$ cat src/rtl/alu_shift_rotate_pipe.sv
// Two-stage pipelined barrel shifter/rotator (SHL, SHR, SHRA, ROL, ROR) with valid/ready on both sides.
// Optional zero/carry flag outputs are enabled by defining SHIFT_FLAGS_EN.
module alu_shift_rotate_pipe #(
    parameter int WIDTH = 32,
    parameter int TAG_W = 4
) (
    input  logic             clk,
    input  logic             reset_n,
    input  logic             in_valid,
    output logic             in_ready,
    input  logic [2:0]       in_op,
    input  logic [WIDTH-1:0] in_a,
    input  logic [WIDTH-1:0] in_b,
    input  logic [TAG_W-1:0] in_tag,
    output logic             out_valid,
    input  logic             out_ready,
    output logic [WIDTH-1:0] out_result,
    output logic [TAG_W-1:0] out_tag
`ifdef SHIFT_FLAGS_EN
    ,
    output logic             out_zero,
    output logic             out_carry
`endif
);

    localparam int SHW = $clog2(WIDTH);
    localparam int LO  = SHW / 2;
    localparam int HI  = SHW - LO;

    localparam logic [2:0] OP_SHL  = 3'd0;
    localparam logic [2:0] OP_SHR  = 3'd1;
    localparam logic [2:0] OP_SHRA = 3'd2;
    localparam logic [2:0] OP_ROL  = 3'd3;
    localparam logic [2:0] OP_ROR  = 3'd4;

    // One partial barrel step; both stages reuse it with their own slice of the amount.
    function automatic logic [WIDTH-1:0] shift_val(input logic [2:0] op,
                                                   input logic [WIDTH-1:0] v,
                                                   input logic [SHW-1:0] s);
        logic [2*WIDTH-1:0] dbl;
        logic [WIDTH-1:0]   r;
        dbl = '0;
        r   = v;
        case (op)
            OP_SHL:  r = v << s;
            OP_SHR:  r = v >> s;
            OP_SHRA: r = $signed(v) >>> s;
            OP_ROL: begin
                dbl = {v, v} << s;
                r   = dbl[2*WIDTH-1:WIDTH];
            end
            OP_ROR: begin
                dbl = {v, v} >> s;
                r   = dbl[WIDTH-1:0];
            end
            default: r = v;
        endcase
        return r;
    endfunction

`ifdef SHIFT_FLAGS_EN
    // Tracks the last bit pushed out by a shift step; a zero-length step keeps c.
    function automatic logic carry_step(input logic [2:0] op,
                                        input logic [WIDTH-1:0] v,
                                        input logic c,
                                        input logic [SHW-1:0] s);
        logic [WIDTH:0] ext;
        logic           r;
        ext = '0;
        r   = c;
        case (op)
            OP_SHL: begin
                ext = {c, v} << s;
                r   = ext[WIDTH];
            end
            OP_SHR: begin
                ext = {v, c} >> s;
                r   = ext[0];
            end
            OP_SHRA: begin
                ext = $signed({v, c}) >>> s;
                r   = ext[0];
            end
            default: r = c;
        endcase
        return r;
    endfunction
`endif

    logic             s1_valid_reg;
    logic [2:0]       s1_op_reg;
    logic             s1_oor_reg;
    logic [TAG_W-1:0] s1_tag_reg;
    logic [WIDTH-1:0] s1_val_reg;
    logic [HI-1:0]    s1_hi_reg;

    logic             out_valid_reg;
    logic [WIDTH-1:0] out_result_reg;
    logic [TAG_W-1:0] out_tag_reg;

    logic             s1_adv;
    logic             s2_adv;
    logic [SHW-1:0]   s1_amt;
    logic [SHW-1:0]   s2_amt;
    logic [WIDTH-1:0] s1_val_next;
    logic             s1_oor_next;
    logic [WIDTH-1:0] result_next;

    assign s2_adv   = !out_valid_reg || out_ready;
    assign s1_adv   = !s1_valid_reg || s2_adv;
    assign in_ready = s1_adv;

    assign s1_amt      = {{HI{1'b0}}, in_b[LO-1:0]};
    assign s2_amt      = {s1_hi_reg, {LO{1'b0}}};
    assign s1_val_next = shift_val(in_op, in_a, s1_amt);
    assign s1_oor_next = |in_b[WIDTH-1:SHW];

    always_comb begin
        result_next = shift_val(s1_op_reg, s1_val_reg, s2_amt);
        if (s1_oor_reg) begin
            case (s1_op_reg)
                OP_SHL, OP_SHR: result_next = '0;
                // Stage 1 used an arithmetic shift, so its MSB is still the operand sign.
                OP_SHRA:        result_next = {WIDTH{s1_val_reg[WIDTH-1]}};
                default:        ;
            endcase
        end
    end

    always_ff @(posedge clk or negedge reset_n) begin
        if (!reset_n) begin
            s1_valid_reg <= 1'b0;
            s1_op_reg    <= '0;
            s1_oor_reg   <= 1'b0;
            s1_tag_reg   <= '0;
            s1_val_reg   <= '0;
            s1_hi_reg    <= '0;
        end else if (s1_adv) begin
            s1_valid_reg <= in_valid;
            if (in_valid) begin
                s1_op_reg  <= in_op;
                s1_oor_reg <= s1_oor_next;
                s1_tag_reg <= in_tag;
                s1_val_reg <= s1_val_next;
                s1_hi_reg  <= in_b[SHW-1:LO];
            end
        end
    end

    always_ff @(posedge clk or negedge reset_n) begin
        if (!reset_n) begin
            out_valid_reg  <= 1'b0;
            out_result_reg <= '0;
            out_tag_reg    <= '0;
        end else if (s2_adv) begin
            out_valid_reg <= s1_valid_reg;
            if (s1_valid_reg) begin
                out_result_reg <= result_next;
                out_tag_reg    <= s1_tag_reg;
            end
        end
    end

    assign out_valid  = out_valid_reg;
    assign out_result = out_result_reg;
    assign out_tag    = out_tag_reg;

`ifdef SHIFT_FLAGS_EN
    logic s1_carry_reg;
    logic s1_amt_nz_reg;
    logic out_zero_reg;
    logic out_carry_reg;
    logic carry_next;

    always_comb begin
        carry_next = 1'b0;
        case (s1_op_reg)
            OP_SHL, OP_SHR, OP_SHRA: begin
                if (s1_oor_reg)
                    carry_next = (s1_op_reg == OP_SHRA) ? s1_val_reg[WIDTH-1] : 1'b0;
                else
                    carry_next = carry_step(s1_op_reg, s1_val_reg, s1_carry_reg, s2_amt);
            end
            OP_ROL:  carry_next = s1_amt_nz_reg & result_next[0];
            OP_ROR:  carry_next = s1_amt_nz_reg & result_next[WIDTH-1];
            default: carry_next = 1'b0;
        endcase
    end

    always_ff @(posedge clk or negedge reset_n) begin
        if (!reset_n) begin
            s1_carry_reg  <= 1'b0;
            s1_amt_nz_reg <= 1'b0;
        end else if (s1_adv && in_valid) begin
            s1_carry_reg  <= carry_step(in_op, in_a, 1'b0, s1_amt);
            s1_amt_nz_reg <= |in_b[SHW-1:0];
        end
    end

    always_ff @(posedge clk or negedge reset_n) begin
        if (!reset_n) begin
            out_zero_reg  <= 1'b0;
            out_carry_reg <= 1'b0;
        end else if (s2_adv && s1_valid_reg) begin
            out_zero_reg  <= (result_next == '0);
            out_carry_reg <= carry_next;
        end
    end

    assign out_zero  = out_zero_reg;
    assign out_carry = out_carry_reg;
`endif

endmodule
$ cat config.mk
export PLATFORM = sky130hd
export DESIGN_NAME = alu_shift_rotate_pipe
export DESIGN_NICKNAME = d
export VERILOG_FILES = /design/src/rtl/alu_shift_rotate_pipe.sv
export SDC_FILE = /design/constraint.sdc
export NUM_CORES = 1
export LEC_CHECK = 0
export CORE_UTILIZATION = 50
export CTS_CLUSTER_DIAMETER = 80
export DETAILED_ROUTE_END_ITERATION = 6
export PLACE_DENSITY = 0.73
export REMOVE_ABC_BUFFERS = 1
export SETUP_SLACK_MARGIN = 0.1
export SLEW_MARGIN = 20
export SYNTH_ARGS = -nofsm -noshare
export SYNTH_HDL_FRONTEND = slang
export SYNTH_SLANG_ARGS = --single-unit
export TNS_END_PERCENT = 5
$ cat constraint.sdc
create_clock -name clk -period 4.9 [get_ports clk]
set_clock_uncertainty 0.05 [all_clocks]
set_input_delay 0.98 -clock clk [delete_from_list [all_inputs] [get_ports clk]]
set_output_delay 0.98 -clock clk [all_outputs]
set_load 0.03 [all_outputs]
# Yosys cells after proc, flatten, opt, wreduce, memory -nomap -nowiden
# Index checks and enable logic that the tools add are counted.
dict set report classes {
  n_eq_ne 8
  addsub 0
  reduce_logical 10
  muxes 4
  mul 0
  div 0
  magnitude_cmp 0
  bitwise 0
  shift 10
}
# cell count
set ops {}
lappend ops {{$pmux W32 S5} 2}
lappend ops {{$pmux W32 S2} 1}
lappend ops {{$shl A64 B2 Y64} 1}
lappend ops {{$shl A64 B5 Y64} 1}
lappend ops {{$shr A64 B2 Y32} 1}
lappend ops {{$shr A64 B5 Y32} 1}
lappend ops {{$mux W32} 1}
lappend ops {{$shl A32 B2 Y32} 1}
lappend ops {{$shl A32 B5 Y32} 1}
lappend ops {{$shr A32 B2 Y32} 1}
lappend ops {{$shr A32 B5 Y32} 1}
lappend ops {{$sshr A32 B2 Y32} 1}
lappend ops {{$sshr A32 B5 Y32} 1}
lappend ops {{$reduce_or A27 Y1} 1}
lappend ops {{$eq A3 B2 Y1 const B} 4}
lappend ops {{$eq A3 B1 Y1 const B} 2}
lappend ops {{$eq A3 B3 Y1 const B} 2}
lappend ops {{$logic_not A3 Y1} 2}
lappend ops {{$reduce_and A2 Y1} 2}
lappend ops {{$logic_not A1 Y1} 2}
lappend ops {{$logic_or A1 B1 Y1} 2}
lappend ops {{$reduce_or A2 Y1} 1}
dict set report totals {
  ff_bits 81
  ramBits 0
  out_inout_bits 38
  mem_count 0
  latchBits 0
  romBits 0
  input_bits 75
  word_cells 41
}

# Logic depth before layout (Yosys ltp)
# Gate-level depths: netlist of the first run.
dict set report logic_depth {
  depth_word 4
  mapped_depth 10
  mapped_depth_nobuf 6
}

# Worst setup path before layout of the first run
# OpenSTA, ideal clock, no wires.
dict set report synth_path {
  kind {in2reg}
  from {input port out_ready}
  to {register s1_hi_reg[0]}
  required_time_ps 4725
  stages 5
  path_slack_ps 2265
  arrival_time_ps 2460
  path_buffers 2
  setup_ps 125
  path_cell_list {nand3b_1 > nand2_1 > buf_2 > buf_1 > mux2_2}
}
dict set report synth_between {
  elab_chain_cells 3
}
# element line_no
set synth_lines {}
lappend synth_lines {{from (decl)} 16} ;# input logic out_ready,
lappend synth_lines {{$logic_or A1 B1 Y1} 109} ;# assign s2_adv = !out_valid_reg || out_ready;
lappend synth_lines {{$logic_or A1 B1 Y1} 110} ;# assign s1_adv = !s1_valid_reg || s2_adv;
lappend synth_lines {{$reduce_and A2 Y1 (no source line)} n/a}
lappend synth_lines {{to (signal assigned)} 145} ;# s1_hi_reg <= in_b[SHW-1:LO];
lappend synth_lines {{to (decl)} 95} ;# logic [HI-1:0] s1_hi_reg;
# No other way between the ends.
# A chain may end at the register's enable or synchronous reset.

# Worst setup path in the final report of the first run
dict set report layout_path {
  from {input port out_ready}
  to {output port in_ready}
}
dict set report layout_between {
  elab_chain_cells 2
}
# element line_no
set layout_lines {}
lappend layout_lines {{$logic_or A1 B1 Y1} 109}
lappend layout_lines {{$logic_or A1 B1 Y1} 110}
lappend layout_lines {{to (decl)} 10} ;# output logic in_ready,
# No other way between the ends.

==> results of run 1 <==
worst reg2reg max path, stage by stage (launching register included):
cell	delay (ps)
dfrtp_2	860
buf_4	480
or3_1	420
o21ai_1	140
a222oi_1	660
o211a_1	220
a21oi_1	60
kinds of logic after synthesis:
family                 after synthesis  share of synthesized area
buffers and inverters              122                     0.0649
XOR/XNOR                             4                    0.00468
multiplexers                       185                      0.241
AND/OR/NAND/NOR                    371                      0.183
flip-flops                          81                      0.223
AO/OA/AOI/OAI                      409                      0.284
worst max path at each step:
stage	endpoint	startpoint	cells past startpoint	slack [ps]
detailed placement	s1_val_reg[2]	in_op[1]	7	1260
global placement	s1_val_reg[2]	in_op[1]	7	1360
global route	s1_val_reg[2]	in_op[1]	7	1430
floorplan	out_result[7]	s1_hi_reg[0]	6	980
CTS	in_ready	out_ready	3	1520
finish	in_ready	out_ready	3	1520
power groups by stage:
stage                     Combinational (W)  Clock (W)  Sequential (W)
final                               0.00196   0.000769         0.00110
after global routing                0.00210   0.000805         0.00112
after CTS                           0.00192   0.000776         0.00108
after detailed placement            0.00192          0         0.00110
after global placement              0.00190          0         0.00109
after floorplan                     0.00102          0         0.00126
per-stage QoR:
| step | utilization | std cells | cell area, sq um | hold WS (ps) |
|---|---|---|---|---|
| final | 0.594 | 1430 | 10400 | 453 |
| after detailed placement | 0.575 | 1414 | 10100 | 437 |
| after global placement | 0.575 | 1414 | 10100 | 430 |
| after floorplan | - | 1060 | 8540 | 424 |
| after CTS | 0.593 | 1430 | 10400 | 458 |
| after global routing | 0.594 | 1430 | 10400 | 474 |
final cells by class:
type	instances	area share
inverter	10	0.00361
clock inverter	7	0.00974
multi-input combinational	969	0.624
sequential	81	0.195
tap	225	0.0270
clock buffer	9	0.0216
timing repair buffer	129	0.119
Yosys cell counts (10+ instances only):
cell | n | share of area
dfrtp_1 | 81 | 0.22
mux2_2 | 52 | 0.064
buf_4 | 16 | 0.013
nor3_1 | 10 | 0.0055
nor2b_1 | 18 | 0.012
a31oi_1 | 16 | 0.011
o21ai_1 | 11 | 0.0061
o211ai_1 | 12 | 0.0099
nand2_1 | 172 | 0.071
buf_2 | 34 | 0.019
mux4_2 | 22 | 0.054
nor2_1 | 82 | 0.034
nand2b_1 | 15 | 0.010
a21oi_1 | 86 | 0.047
clkbuf_1 | 49 | 0.020
o22ai_1 | 13 | 0.0089
nand3_1 | 32 | 0.018
a211oi_1 | 15 | 0.012
o21ai_0 | 144 | 0.079
mux2i_1 | 111 | 0.12
per-layer routing:
layer | vias to the layer above | global-route usage | wire (um)
met5 | - | 0 | 0
met4 | 0 | 0.159 | 1230
met3 | 106 | 0.0644 | 2990
met2 | 610 | 0.520 | 13700
met1 | 4515 | 0.444 | 12500
li1 | 4425 | - | -
placed cells by master (no fill, tap or decap), types with 8 or more instances in the layout:
cell,instances
a211oi_1,15
a21oi_1,86
a221oi_1,8
a31oi_1,16
and2_1,9
buf_4,18
clkbuf_16,9
clkdlybuf4s50_1,108
dfrtp_1,79
mux2_2,52
mux2i_1,111
mux4_2,22
nand2_1,171
nand2b_1,15
nand3_1,32
nor2_1,82
nor2b_1,18
nor3_1,10
o211ai_1,12
o21a_1,8
o21ai_0,144
o21ai_1,11
o221ai_1,8
o22ai_1,13
==> results.json, run 1 <==
{
  "status": "finished clean",
  "start_util": 0.519,
  "syn_to_final_growth_pct": 14.4,
  "rsz0062_at_grt": "false",
  "setup_tns_ps": 0,
  "ant_nets": 0,
  "path_class": "in2out",
  "avgSynthCellArea_sq_um": 7.76,
  "ios": 113,
  "final_layout_size_suffix_gt1_frac": 0.109,
  "drtIter0Drc": 1042,
  "numCtsBuffers": 9,
  "drt-total-wl_um": 30400,
  "synthCells": 1172,
  "worst_pin_slew_ps": 1170,
  "p_int_w": 0.00210,
  "p_sw_w": 0.00173,
  "coreArea_sq_mm": 0.0175,
  "comb_power_share": 0.512,
  "die_w_um": 137,
  "firstDrtPassIters": 6,
  "grt_pass1_wl_um": 48200,
  "setup_violations": 0,
  "finalCriticalPeriod_ps": 3380,
  "swShare": 0.451,
  "reg2reg_from": "s1_hi_reg[1]",
  "cts_setup_buffers": 0,
  "clk_latency_ps": 360,
  "critPathMaxFanout": 4,
  "gr-usage-all-layers": 0.334,
  "ys_seq_elements": 81,
  "place_hpwl_um": 20700,
  "drc_errors": 0,
  "viasPerCell": 6.75,
  "min_path_cells": 1,
  "pwr-share-clk": 0.201,
  "die_y_um": 137,
  "yosysWarnings": 0,
  "via_count": 9656,
  "ys_types": 76,
  "holdCritPathClass": "reg2reg",
  "fillers": 1605,
  "cts_max_level": 3,
  "worstHoldEndpoint": "out_tag[0]",
  "relSlewSlack": 0.218,
  "crit_buf_inv": 2,
  "crit_top_cell": "clkdlybuf4s50_1",
  "wl_per_cell_um": 21.3,
  "seq_area_sq_mm": 0.00203,
  "cts.clk_slew.worst_paths_ps": 60,
  "diodes": 0,
  "cts_tree": "built",
  "sequentialPowerShare": 0.287,
  "critPathSlowestCell": "clkdlybuf4s50_1",
  "drv_slew": 0,
  "leakage_nw": 4.19,
  "synth_edf_count": 0,
  "crit_path_cell_trace": "clkdlybuf4s50_1 -> nand3b_1 -> clkdlybuf4s50_1",
  "powerDensity_mw_per_mm2": 368,
  "pre_cts_slack_ps": 1260,
  "cp.arrival_ps": 2350,
  "grt_max_degree": 82,
  "min_period_over_period": 0.689,
  "critPathCaptureType": "primary output",
  "total_power_w": 0.00383,
  "cts_buffer_depth": 2,
  "hold_viol": 0,
  "regToRegSetupSlack_ps": 1900,
  "synth_ff_type": "dfrtp_1",
  "port_buffers": 112,
  "ir_drop_mv": 0.228,
  "max_cap_violations": 0,
  "fmax_ghz": 0.296,
  "reg2reg_to": "out_result[29]",
  "mappedNetlistArea_sq_mm": 0.00910,
  "antenna_found_initial": 0,
  "cp_data_required_time_ps": 3870,
  "fp.dieArea_sq_mm": 0.0187,
  "cp-start-kind": "input port",
  "setup_slack_ps": 1520,
  "hold_buffers": 0,
  "rows": 48,
  "multi_input_area_sq_mm": 0.00649,
  "cts_root_buf": "clkbuf_16",
  "grt_pass1_vias": 8870,
  "rr_worst_depth": 6,
  "yosysSeqAreaShare": 0.223,
  "worstHoldStart": "s1_tag_reg[0]",
  "cts.sink_count": 81,
  "synth-async-reset-ratio": 1.00,
  "finalNetCount": 1275,
  "gr-total-overflow": 0,
  "place.gp.congestion": 0.966,
  "path_delay_family": "buffers and inverters",
  "ctsResizeCount": 0,
  "slowest_delay_ps": 710
}
Note: power is estimated with default switching activity, not from simulation.
==> run 2, diff against run 1 <==
--- a/config.mk
+++ b/config.mk
@@ -8,7 +8,7 @@
 export CORE_UTILIZATION = 50
 export CTS_CLUSTER_DIAMETER = 80
 export DETAILED_ROUTE_END_ITERATION = 6
-export PLACE_DENSITY = 0.73
+export PLACE_DENSITY = 0.76
 export REMOVE_ABC_BUFFERS = 1
 export SETUP_SLACK_MARGIN = 0.1
 export SLEW_MARGIN = 20
==> constraint.sdc (replaced) <==
create_clock -name clk -period 3 [get_ports clk]
set_clock_uncertainty 0.05 [all_clocks]
set_input_delay 0.6 -clock clk [delete_from_list [all_inputs] [get_ports clk]]
set_output_delay 0.6 -clock clk [all_outputs]
set_load 0.03 [all_outputs]
==> results.json, run 2 (same netlist as run 1, synthesis figures left out) <==
{
  "status": "finished clean",
  "wl_per_cell_um": 21.6,
  "die_w_um": 137,
  "cts.clk_slew.worst_paths_ps": 70,
  "min_period_over_period": 0.920,
  "die_y_um": 137,
  "grt_pass1_wl_um": 50100,
  "numCtsBuffers": 9,
  "final_layout_size_suffix_gt1_frac": 0.138,
  "relSlewSlack": 0.328,
  "rsz0062_at_grt": "false",
  "critPathMaxFanout": 16,
  "finalNetCount": 1316,
  "drtIter0Drc": 1328,
  "cp_data_required_time_ps": 3200,
  "worst_pin_slew_ps": 1000,
  "place_hpwl_um": 22700,
  "ir_drop_mv": 0.328,
  "critPathCaptureType": "flip-flop",
  "max_cap_violations": 0,
  "gr-usage-all-layers": 0.349,
  "final_cell_mix": "171 x nand2_1, 144 x o21ai_0, 111 x mux2i_1",
  "cts_setup_buffers": 0,
  "fillers": 1567,
  "path_class": "reg2reg",
  "via_count": 9968,
  "rr_worst_depth": 6,
  "rows": 48,
  "finalCriticalPeriod_ps": 2760,
  "holdCritPathClass": "in2async",
  "cts_buffer_depth": 2,
  "regToRegSetupSlack_ps": 240,
  "cts_max_level": 3,
  "powerDensity_mw_per_mm2": 590,
  "ant_nets": 0,
  "leakage_nw": 4.41,
  "total_power_w": 0.00636,
  "port_buffers": 112,
  "reg2reg_from": "s1_op_reg[1]",
  "cts_tree": "built",
  "grt_pass1_vias": 9221,
  "gr-total-overflow": 0,
  "antenna_found_initial": 0,
  "ctsResizeCount": 0,
  "drv_slew": 0,
  "hold_viol": 0,
  "place.gp.congestion": 1.04,
  "firstDrtPassIters": 5,
  "multi_input_area_sq_mm": 0.00648,
  "drc_errors": 0,
  "grt_max_degree": 75,
  "reg2reg_to": "out_result[7]",
  "cp.arrival_ps": 2960,
  "cts.sink_count": 81,
  "final_util": 0.614,
  "cp-start-kind": "flip-flop",
  "coreArea_sq_mm": 0.0175,
  "viasPerCell": 6.77,
  "syn_to_final_growth_pct": 18.4,
  "ios": 113,
  "seq_area_sq_mm": 0.00203,
  "setup_violations": 0,
  "final_common_cell": "nand2_1",
  "clk_latency_ps": 370,
  "start_util": 0.519,
  "setup_tns_ps": 0,
  "cts_root_buf": "clkbuf_16",
  "drt-total-wl_um": 31800,
  "fmax_ghz": 0.362,
  "hold_slack_ps": 143,
  "fp.dieArea_sq_mm": 0.0187,
  "hold_buffers": 0
}
-- run 2: where the power goes --
part / internal, W / total, W / switching [W]
Sequential: 0.00136 / 0.00179 / 0.000432
Clock: 0.000676 / 0.00118 / 0.000507
Combinational: 0.00143 / 0.00338 / 0.00195
Total: 0.00347 / 0.00636 / 0.00289
-- run 2: worst max-delay path by stage --
stage / from / to / slack [ps] / cells after the start
6_report: s1_op_reg[1] / out_result[7] / 240 / 6
5_1_grt: s1_op_reg[1] / out_result[25] / 180 / 7
4_1_cts: s1_op_reg[1] / out_result[7] / 380 / 6
3_5_place_dp: in_op[0] / s1_val_reg[2] / 250 / 7
3_3_place_gp: in_op[0] / s1_val_reg[2] / 280 / 7
2_1_floorplan: s1_hi_reg[0] / out_result[7] / -920 / 6
-- run 2: area by class of cell --
type | count | share of cell area
Multi-Input combinational cell | 969 | 0.602
Sequential cell | 81 | 0.189
Timing Repair Buffer | 170 | 0.151
Tap cell | 225 | 0.0261
Clock buffer | 10 | 0.0222
Clock inverter | 6 | 0.00662
Inverter | 10 | 0.00348
Antenna cell | 1 | 0.000232
-- run 2: critical path, stage by stage, from the launching register on --
cell       delay [ps]
dfrtp_1           610
nor2_1            880
nor2_1            120
buf_4             250
a2111oi_0         450
a211oi_1          100
o22a_1            170
-- run 2: metal layers --
metal  part of all wire  vias up  GRT usage
met5                  0        -          0
met2               0.45      672      0.540
met3               0.10      126     0.0637
met4              0.049        0      0.186
li1                   -     4508          -
met1               0.40     4662      0.462
-- run 2: metrics by stage --
stage | cell area [sq um] | worst slack, ps | instances
2_1_floorplan | 8540 | -916 | 1060
3_3_place_gp | 10500 | 276 | 1455
3_5_place_dp | 10500 | 255 | 1455
4_1_cts | 10800 | 380 | 1471
5_1_grt | 10800 | 178 | 1471
6_report | 10800 | 240 | 1472
==> run 3, diff against run 2 <==
--- a/config.mk
+++ b/config.mk
@@ -5,6 +5,8 @@
 export SDC_FILE = /design/constraint.sdc
 export NUM_CORES = 1
 export LEC_CHECK = 0
+export CAP_MARGIN = 20
+export CORE_MARGIN = 5
 export CORE_UTILIZATION = 50
 export CTS_CLUSTER_DIAMETER = 80
 export DETAILED_ROUTE_END_ITERATION = 6
==> results.json, run 3 (same netlist as run 1, synthesis figures left out) <==
{
  "status": "finished clean",
  "setup_tns_ps": 0,
  "fp.dieArea_sq_mm": 0.0210,
  "setup_violations": 0,
  "ctsResizeCount": 0,
  "startpoint": "s1_op_reg[0]",
  "setup_slack_ps": 250,
  "cts_setup_buffers": 0,
  "hold_buffers": 0,
  "die_w_um": 145,
  "hold_slack_ps": 148,
  "grt_pass1_wl_um": 50600,
  "clk_latency_ps": 360,
  "drv_slew": 0,
  "grt_max_degree": 75,
  "min_period_over_period": 0.917,
  "cp_data_required_time_ps": 3200,
  "finalCriticalPeriod_ps": 2750,
  "pre_cts_slack_ps": 201,
  "regToRegSetupSlack_ps": 250,
  "cp-start-kind": "flip-flop",
  "comb_power_share": 0.534,
  "place.gp.congestion": 1.07,
  "syn_to_final_growth_pct": 17.5,
  "final_cell_mix": "171 x nand2_1, 144 x o21ai_0, 111 x mux2i_1",
  "cts_max_level": 3,
  "via_count": 9696,
  "ant_nets": 0,
  "pwr-share-clk": 0.178,
  "cts.clk_slew.worst_paths_ps": 80,
  "place_hpwl_um": 23100,
  "cts_tree": "built",
  "ir_drop_mv": 0.433,
  "holdCritPathClass": "in2async",
  "start_util": 0.506,
  "dp.cells": 1452,
  "drc_errors": 0,
  "worst_pin_slew_ps": 816,
  "numCtsBuffers": 9,
  "rr_worst_depth": 6,
  "sequentialPowerShare": 0.289,
  "drtIter0Drc": 1371,
  "grt_pass1_vias": 9311,
  "leakage_nw": 4.36,
  "die_y_um": 145,
  "powerDensity_mw_per_mm2": 584,
  "antenna_found_initial": 0,
  "p_int_w": 0.00334,
  "viasPerCell": 6.60,
  "fmax_ghz": 0.364,
  "reg2reg_to": "out_result[29]",
  "coreArea_sq_mm": 0.0180,
  "rsz0062_at_grt": "false",
  "critPathMaxFanout": 16,
  "ios": 113,
  "final_common_cell": "nand2_1",
  "reg2reg_from": "s1_op_reg[0]",
  "swShare": 0.464,
  "cp.arrival_ps": 2950,
  "cts_buffer_depth": 2,
  "path_class": "reg2reg",
  "total_power_w": 0.00624,
  "gr-total-overflow": 0,
  "finalNonFillerCells": 1468,
  "diodes": 0,
  "gr-usage-all-layers": 0.304,
  "cts_root_buf": "clkbuf_16",
  "drt-total-wl_um": 31900,
  "rows": 49,
  "max_cap_violations": 0,
  "cts.sink_count": 81,
  "final_layout_size_suffix_gt1_frac": 0.133,
  "wl_per_cell_um": 21.8,
  "port_buffers": 112,
  "hold_viol": 0,
  "critPathCaptureType": "flip-flop",
  "p_sw_w": 0.00289,
  "firstDrtPassIters": 6,
  "relSlewSlack": 0.456,
  "finalNetCount": 1309
}
-- run 3: changes by cell type in the layout (fill, tap and decap cells not counted) --
| cell | delta |
|---|---|
| bufinv_16 | -1 |
| clkbuf_8 | -1 |
| diode_2 | -1 |
| inv_8 | +1 |
| clkinv_4 | +2 |
| clkbuf_2 | -1 |
| buf_12 | -1 |
| buf_2 | +1 |
| inv_6 | -1 |
| buf_4 | -6 |
-- run 3: how the worst max path moves through the flow --
stage,endpoint,slack [ps],cells past startpoint
2_1_floorplan,out_result[7],-920,6
3_3_place_gp,s1_val_reg[29],200,7
3_5_place_dp,s1_val_reg[29],200,7
4_1_cts,out_result[29],320,6
5_1_grt,out_result[29],120,6
6_report,out_result[29],250,6
-- run 3: critical path: stages, from the launching register on --
cell	delay, ps
dfrtp_1	630
xnor2_1	580
or3_1	430
o21ai_1	130
a222oi_1	560
o211a_1	210
a21oi_1	60
-- run 3: area by class of cell --
| class | count | area, sq um |
|---|---|---|
| Clock buffer | 9 | 225 |
| Clock inverter | 7 | 61.3 |
| Fill cell | 1665 | 7280 |
| Inverter | 10 | 37.5 |
| Multi-Input combinational cell | 969 | 6480 |
| Sequential cell | 81 | 2030 |
| Tap cell | 229 | 287 |
| Timing Repair Buffer | 163 | 1560 |
-- run 3: power groups by stage --
| stage | clock network (W) | logic [W] | registers, W |
|---|---|---|---|
| detailed placement | 0 | 0.00326 | 0.00180 |
| global route | 0.00115 | 0.00357 | 0.00183 |
| floorplan | 0 | 0.00166 | 0.00206 |
| CTS | 0.00113 | 0.00328 | 0.00178 |
| global placement | 0 | 0.00324 | 0.00178 |
| finish | 0.00111 | 0.00333 | 0.00180 |
-- run 3: layer usage --
metal	routed length (um)	GRT usage
met2	14500	0.475
met4	1360	0.147
met1	13100	0.417
met5	0	0
met3	3000	0.0401
-- run 3: through the flow --
step           instance area, sq um  utilization
2_1_floorplan                  8540            -
3_3_place_gp                  10400        0.579
3_5_place_dp                  10400        0.579
4_1_cts                       10700        0.595
5_1_grt                       10700        0.595
6_report                      10700        0.595
